## src/rtl/hold24_drain.sv

```systemverilog
// Consumer end of the 24-bit hold-register chain.
// Two-entry skid FIFO feeding a valid/ready stream with block framing.
module hold24_drain #(
  parameter int N         = 24,
  parameter int DEPTH     = 2,
  parameter int BLOCK_LEN = 16,
  parameter int RELU      = 0
) (
  input  logic                clk,
  input  logic                rst_n,
  input  logic signed [N-1:0] in_data,
  input  logic                in_valid,
  output logic                hold,
  output logic signed [N-1:0] out_data,
  output logic                out_valid,
  input  logic                out_ready,
  output logic                out_last,
  output logic [15:0]         word_cnt
);

  localparam logic [15:0] LAST = 16'(BLOCK_LEN - 1);
  localparam logic [1:0]  FULL = 2'(DEPTH);

  logic signed [N-1:0] mem [2];
  logic                wp;
  logic                rp;
  logic [1:0]          count;
  logic                push;
  logic                pop;
  logic signed [N-1:0] wdata;

  assign hold      = (count == FULL);
  assign out_valid = (count != 2'd0);
  assign out_data  = mem[rp];
  assign out_last  = out_valid & (word_cnt == LAST);

  assign push = in_valid & ~hold;
  assign pop  = out_valid & out_ready;

  // Negative words clamp to zero on capture when ReLU is enabled.
  assign wdata = ((RELU != 0) && in_data[N-1]) ? '0 : in_data;

  always_ff @(posedge clk) begin
    if (!rst_n) begin
      mem[0]   <= '0;
      mem[1]   <= '0;
      wp       <= 1'b0;
      rp       <= 1'b0;
      count    <= 2'd0;
      word_cnt <= 16'd0;
    end else begin
      if (push) begin
        mem[wp] <= wdata;
        wp      <= ~wp;
      end
      if (pop) begin
        rp <= ~rp;
        if (word_cnt == LAST) word_cnt <= 16'd0;
        else                  word_cnt <= word_cnt + 16'd1;
      end
      unique case ({push, pop})
        2'b10:   count <= count + 2'd1;
        2'b01:   count <= count - 2'd1;
        default: count <= count;
      endcase
    end
  end

endmodule

```

## config.mk

```make
export PLATFORM = sky130hd
export DESIGN_NAME = hold24_drain
export DESIGN_NICKNAME = d
export VERILOG_FILES = /design/src/rtl/hold24_drain.sv
export SDC_FILE = /design/constraint.sdc
export NUM_CORES = 1
export LEC_CHECK = 0
export ABC_AREA = 1
export CAP_MARGIN = 10
export CORE_UTILIZATION = 25
export CTS_BUF_LIST = sky130_fd_sc_hd__clkbuf_4 sky130_fd_sc_hd__clkbuf_8
export DETAILED_ROUTE_END_ITERATION = 6
export DONT_BUFFER_PORTS = 1
export GPL_TIMING_DRIVEN = 0
export PLACE_DENSITY = 0.48
export SLEW_MARGIN = 20
export SYNTH_ARGS = -nofsm -noshare
export SYNTH_HDL_FRONTEND = slang
export SYNTH_SLANG_ARGS = --single-unit
```

## constraint.sdc

```tcl
create_clock -name clk -period 2.8 [get_ports clk]
set_clock_uncertainty 0.1 [all_clocks]
set_input_delay 0.14 -clock clk [delete_from_list [all_inputs] [get_ports clk]]
set_output_delay 0.14 -clock clk [all_outputs]
set_load 0.01 [all_outputs]
```

==> qor.txt, run 1 <==
status: finished, final reports clean
FFs w/ async S/R, synth: 0%
Final Net Count: 383
initial antenna violation count: 0
Hold Crit Endpoint: count[1]$_SDFFE_PN0P_
Slew Viols, Final: 0
CTS clk-pin slew, worst paths: 0.07 ns
die extent in y: 114 um
overflow left after global routing: 0
Post-Place Setup Slack: 0.317 ns
WL/cell: 12.8 um
RePlAce Congestion: 0.855
CP max stage delay: 0.39 ns
max_cap viols: 0
vias in the first global route: 2131
1st-iter DRT viols: 116
average size of a mapped cell: 9.92 um2
Ys Warns: 0
Crit Reg-Reg Endpoint: mem[0][23]$_SDFFCE_PN0P_
Pwr Density: 691 mW/mm2
Via Count: 2153
Hold Crit Start: rst_n
I/O pin count: 71
Mapped Cells: 316
register area share after synthesis: 59.4%
Final Hold Vio Count: 0
CP max FO: 24
Clock Path Buffers: 2
WP data arrival: 1.89 ns
final cycle utilization of the critical path: 73.0%
Post-CTS Resized: 0
Post-CTS Setup Bufs: 0
largest net degree at the start of global routing: 25
first drt pass iteration count: 4
maximum VDD drop: 0.244 mV
hold path cells: 3
CTS tree: done
CP Cell Sequence: inv_1 > o21ai_2 > nor2_1 > nand2_2 > buf_4 > nand2_2
delay-heaviest family, CP: simple AND/OR/NAND/NOR gates
Die Width: 114 um
Yosys reg bits: 69
setup TNS: 0 ns
fillcell total: 1294
Req. time, crit path: 2.65 ns
setup ws final: 0.757 ns
most used cell, CP: nand2_2
Slowest cell on crit path: dfxtp_1
Core ar.: 0.0121 mm2
Max Freq: 0.489 GHz
Leakage Power: 1.55 nW
total global-route track usage: 10.6%
relative slew slack: 57.6%
min Tclk post-route: 2.04 ns
RSZ-0062 raised after global routing: no
CTS Hold Buffers Added: 26
P&R area growth vs syn: 21.5%
Row Count: 40
commonest register cell after synthesis: edfxtp_1
clock latency on the worst-skew pair: 0.34 ns
final wirelength: 6720 um
CP startpoint kind: flop
Least-Margin Pin Slew: 0.633 ns
worst reg2reg path startpoint: count[1]$_SDFFE_PN0P_
number of synthesized flops with an enable pin: 48
Num CTS Buffers: 9
CP startpoint: count[1]$_SDFFE_PN0P_
R2R setup slack: 0.76 ns
DPL Wire Length: 4510 um
CP Buf/Inv Count: 2
multi-input logic area: 0.00106 mm2
R2R cell count: 6
Synthesized Nets: 346
Hold Path Class: in2reg
ANT nets after route: 0
synth unique cells: 30
final setup fails: 0
DIE AREA: 0.0130 mm2
via-per-instance ratio: 4.09
root buffer cell: clkbuf_8
first-pass GRT wire length: 10400 um
I/O Buffers: 0
Register Area: 0.00186 mm2
Remaining DRCs: 0
Antenna Cells: 0
share of cells above drive strength 1: 17.6%
crit end category: flop
Clock H-tree levels: 3
Starting Density: 25.9%
Crit Path Class: reg2reg
CTS sink count: 69
Mapped Area: 0.00313 mm2
==> metrics by stage <==
step	instance area, um2	power [mW]	util (%)	hold WS (ns)	std cells
6_report	3810	2.63	31.4	0.0778	526
5_1_grt	3810	2.77	31.4	0.0821	526
4_1_cts	3800	2.69	31.4	0.0374	526
3_5_place_dp	3340	1.82	27.6	0.269	484
3_3_place_gp	3340	1.82	27.6	0.264	484
2_1_floorplan	3130	1.70	-	0.248	316
==> placed cells by master (no fill, tap or decap), drive strengths merged, types with 8 or more instances in the layout <==
cell / instances
nor2: 94
edfxtp: 48
inv: 42
nand2: 37
dlygate4sd3: 26
mux2: 24
dfxtp: 21
clkbuf: 10
nand3: 8
buf: 8
==> synthesized netlist by cell type, types with 4 or more instances <==
master	number	area [um2]
a21oi_1	6	30.0
buf_2	4	20.0
dfxtp_1	21	420
edfxtp_1	48	1440
inv_1	38	143
mux2_2	24	270
nand2_1	33	124
nand3_1	7	35.0
nand4_1	6	37.5
nor2_1	93	349
nor3_1	5	25.0
xor2_1	5	43.8
==> area by class of cell <==
class | instances | area share, %
flip-flops and latches | 69 | 48.9
multi-input cells | 196 | 27.8
repair buffers | 26 | 6.84
well taps | 168 | 5.52
inverters | 42 | 4.24
clock buffers | 9 | 3.25
clock inverters | 7 | 1.94
plain buffers | 9 | 1.51
==> routing by layer <==
metal  GRT usage [%]  wire length (um)  share of wire [%]
met1            12.1              3010                 45
met2            17.8              3090                 46
met3            4.25               528                7.9
met4            3.90                90                1.3
met5               0                 0                  0
==> sequential cells by signal (all words and copies together), names as in the netlist, named ones only <==
signal,cells
word_cnt,16
wp,1
mem,48
count,2
rp,1
==> how the worst max path moves through the flow <==
stage,to,slack [ns],cells past startpoint
final,mem[0][23]$_SDFFCE_PN0P_,0.76,6
after floorplan,mem[0][0]$_SDFFCE_PN0P_,0.89,6
after CTS,mem[0][8]$_SDFFCE_PN0P_,0.32,6
after detailed placement,mem[0][12]$_SDFFCE_PN0P_,0.32,6
after global routing,mem[0][10]$_SDFFCE_PN0P_,0.60,6
after global placement,mem[0][11]$_SDFFCE_PN0P_,0.32,6
==> tightest hold or removal path: stages <==
cell and delay (ns):
buf_2 0.18, o21ai_0 0.10, a21oi_1 0.04
==> power breakdown <==
part,total [mW],leakage (nW),internal [mW],switching [mW]
combinational,0.555,0.781,0.213,0.342
sequential,1.26,0.673,1.22,0.0465
clock,0.813,0.0996,0.414,0.399
==> logic make-up (layout without fill, tap and decap cells) <==
| logic type | after synthesis | after routing | share of synthesized area [%] |
|---|---|---|---|
| xor+xnor | 6 | 6 | 1.68 |
| buf+inv | 51 | 93 | 6.99 |
| flops | 69 | 69 | 59.4 |
| simple gates | 151 | 151 | 19.9 |
| mux | 24 | 24 | 8.62 |
| compound gates | 13 | 13 | 2.63 |
| fa+ha+maj | 2 | 2 | 0.798 |
(Power assumes the default switching activity.)
==> inputs of run 2 (changes only) <==
--- a/config.mk
+++ b/config.mk
@@ -5,14 +5,14 @@
 export SDC_FILE = /design/constraint.sdc
 export NUM_CORES = 1
 export LEC_CHECK = 0
-export ABC_AREA = 1
+export ABC_AREA = 0
 export CAP_MARGIN = 10
 export CORE_UTILIZATION = 25
 export CTS_BUF_LIST = sky130_fd_sc_hd__clkbuf_4 sky130_fd_sc_hd__clkbuf_8
 export DETAILED_ROUTE_END_ITERATION = 6
 export DONT_BUFFER_PORTS = 1
 export GPL_TIMING_DRIVEN = 0
-export PLACE_DENSITY = 0.48
+export PLACE_DENSITY = 0.5
 export SLEW_MARGIN = 20
 export SYNTH_ARGS = -nofsm -noshare
 export SYNTH_HDL_FRONTEND = slang
==> constraint.sdc (replaced) <==
create_clock -name clk -period 1.8 [get_ports clk]
set_clock_uncertainty 0.1 [all_clocks]
set_input_delay 0.09 -clock clk [delete_from_list [all_inputs] [get_ports clk]]
set_output_delay 0.09 -clock clk [all_outputs]
set_load 0.01 [all_outputs]
==> qor.txt, run 2 <==
Post-Place Setup Slack: -0.401 ns
1st-iter DRT viols: 55
max reg flops: 48
synth unique cells: 40
overflow left after global routing: 0
Starting Density: 26.1%
busiest metal layer after global routing: met2
overall power: 4.49 mW
count leader, synth: and2_1
Core ar.: 0.0122 mm2
Clock Path Buffers: 2
Cell Area, Placed: 0.00342 mm2
Antenna Cells: 0
maximum VDD drop: 0.347 mV
commonest register cell after synthesis: edfxtp_1
Via Count: 1963
Slew Viols, Final: 0
WL/cell: 14.9 um
area leader, netlist: edfxtp_1
largest net degree at the start of global routing: 13
Ys Warns: 0
CP Buf/Inv Count: 0
register area share after synthesis: 58.5%
final wirelength: 6860 um
met1 usage: 12.9%
status: finished, final reports clean
Leakage Power: 1.42 nW
vias in the first global route: 2009
total global-route track usage: 11.1%
crit end category: output port
CTS sink count: 69
CP startpoint kind: flop
worst reg2reg path startpoint: word_cnt[0]$_SDFFE_PN0P_
CP Cell Sequence: ha_4 > and4b_1 > nand4_1 > nor2b_2
RePlAce Congestion: 0.730
average size of a mapped cell: 12.9 um2
share of the synthesized area in the top cell type: 45.3%
initial antenna violation count: 0
via-per-instance ratio: 4.28
Remaining DRCs: 0
clock latency on the worst-skew pair: 0.34 ns
setup ws final: 0.0505 ns
Finished Layout Cells: 459
root buffer cell: clkbuf_8
CTS clk-pin slew, worst paths: 0.07 ns
commonest non-fill, non-tap cell in the layout: and2_1
first-pass GRT wire length: 10800 um
DPL Wire Length: 4350 um
delay-heaviest family, CP: simple AND/OR/NAND/NOR gates
DIE AREA: 0.0132 mm2
R2R setup slack: 0.10 ns
CTS tree: done
Synthesized Nets: 276
setup TNS: 0 ns
relative slew slack: 38.7%
Hold Path Class: in2reg
I/O pin count: 71
Crit Path Class: reg2out
met2 GRT Util: 18.5%
Hold Crit Endpoint: word_cnt[14]$_SDFFE_PN0P_
largest cells by area after synthesis: edfxtp_1 45%, dfxtp_1 13%, and2_1 10%
min Tclk post-route: 1.75 ns
CP max stage delay: 0.41 ns
Pwr Density: 1120 mW/mm2
ANT nets after route: 0
Top Registers: mem x48, word_cnt x16, count x2
number of synthesized flops with an enable pin: 48
Mapped Cells: 246
final setup fails: 0
FFs w/ async S/R, synth: 0%
Num CTS Buffers: 9
WP data arrival: 1.56 ns
Slowest cell on crit path: dfxtp_4
Clock H-tree levels: 3
Least-Margin Pin Slew: 0.920 ns
Mapped Area: 0.00318 mm2
R2R cell count: 6
Die Width: 115 um
I/O Buffers: 0
share of cells above drive strength 1: 30.2%
hold path cells: 4
GR Layer Usage met3: 4.27%
largest register by flop count: mem
Max Freq: 0.572 GHz
CP max FO: 5
Crit Reg-Reg Endpoint: word_cnt[7]$_SDFFE_PN0P_
P&R area growth vs syn: 26.0%
max_cap viols: 0
die extent in y: 115 um
Hold Crit Start: out_ready
first drt pass iteration count: 4
Req. time, crit path: 1.61 ns
DP Cell Count: 414
final std cell area, no fill: 0.00401 mm2
most frequent cells after synthesis: 52 x and2_1, 48 x edfxtp_1, 24 x mux2_2
Row Count: 40
final cycle utilization of the critical path: 97.2%
Yosys reg bits: 69
Final Net Count: 318
Final Hold Vio Count: 0
most frequent cells in the layout: 52 x and2_1, 48 x edfxtp_1, 25 x dlygate4sd3_1
-- run 2: cell count changes in the layout (fill, tap and decap cells not counted), moves of 4 or more --
| cell | previous run | this run |
|---|---|---|
| nor2_1 | 93 | 14 |
| and2_1 | 0 | 52 |
| inv_1 | 38 | 3 |
| nand2_1 | 31 | 5 |
| xnor2_1 | 1 | 16 |
| dfxtp_1 | 21 | 14 |
| buf_4 | 3 | 9 |
| nor4_2 | 0 | 6 |
| a21oi_1 | 6 | 1 |
| dfxtp_2 | 0 | 5 |
| nand2_2 | 5 | 0 |
| buf_2 | 4 | 0 |
| nand3_1 | 7 | 3 |
-- run 2: how the worst max path moves through the flow --
| stage | startpoint | endpoint | slack [ns] | depth (start not counted) |
|---|---|---|---|---|
| floorplan | count[1]$_SDFFE_PN0P_ | count[1]$_SDFFE_PN0P_ | 0.06 | 6 |
| global placement | count[0]$_SDFFE_PN0P_ | mem[1][6]$_SDFFCE_PN0P_ | -0.39 | 4 |
| detailed placement | count[0]$_SDFFE_PN0P_ | mem[1][6]$_SDFFCE_PN0P_ | -0.40 | 4 |
| CTS | count[0]$_SDFFE_PN0P_ | mem[0][9]$_SDFFCE_PN0P_ | -0.008 | 6 |
| global route | word_cnt[2]$_SDFFE_PN0P_ | out_last | -0.0002 | 4 |
| finish | word_cnt[0]$_SDFFE_PN0P_ | out_last | 0.05 | 4 |
-- run 2: per-stage QoR --
step                hold slack, ns  util, %
floorplan                    0.188        -
global placement             0.188     28.0
detailed placement           0.192     28.0
CTS                        0.00269     32.3
global route                0.0313     32.8
finish                      0.0143     32.8
-- run 2: power breakdown --
part | total [mW] | internal [mW] | switching, mW
Combinational | 1.24 | 0.568 | 0.673
Clock | 1.18 | 0.617 | 0.564
Sequential | 2.07 | 1.96 | 0.115
-- run 2: metal layers --
metal  share of wire, %  up-vias
li1                   -      951
met1                 44      937
met2                 47       65
met3                7.4       10
met4                1.7        0
met5                  0        -
-- run 2: tightest hold or removal path, stage by stage --
cell and delay (ns):
o211ai_1 0.08, nor4_2 0.06, xnor2_1 0.12, nor2_2 0.07
-- run 2: cell type report --
class                   count  area, um2
multi-input cells         163       1360
inverters                   4       15.0
repair buffers             30        300
plain buffers              11       75.1
clock buffers               9        124
well taps                 168        210
flip-flops and latches     69       1880
fillers                  1258       8200
clock inverters             5       53.8
-- run 2: timing repair --
item | CTS | global route
endpoints found under the setup margin | 100 | 32
pin swaps | 4 | 4
gates resized for setup | 17 | 12
cloned | 2 | 0
buffers inserted | 2 | 3
hold endpoints to repair | 51 | 0
hold buffers | 25 | 0
-- run 2: logic make-up after synthesis --
group / count (synthesis) / share of synthesized area (%)
buf+inv: 16 / 2.63
simple gates: 107 / 22.2
mux: 24 / 8.49
compound gates: 10 / 2.40
fa+ha+maj: 2 / 0.786
xor+xnor: 18 / 4.95
flops: 69 / 58.5
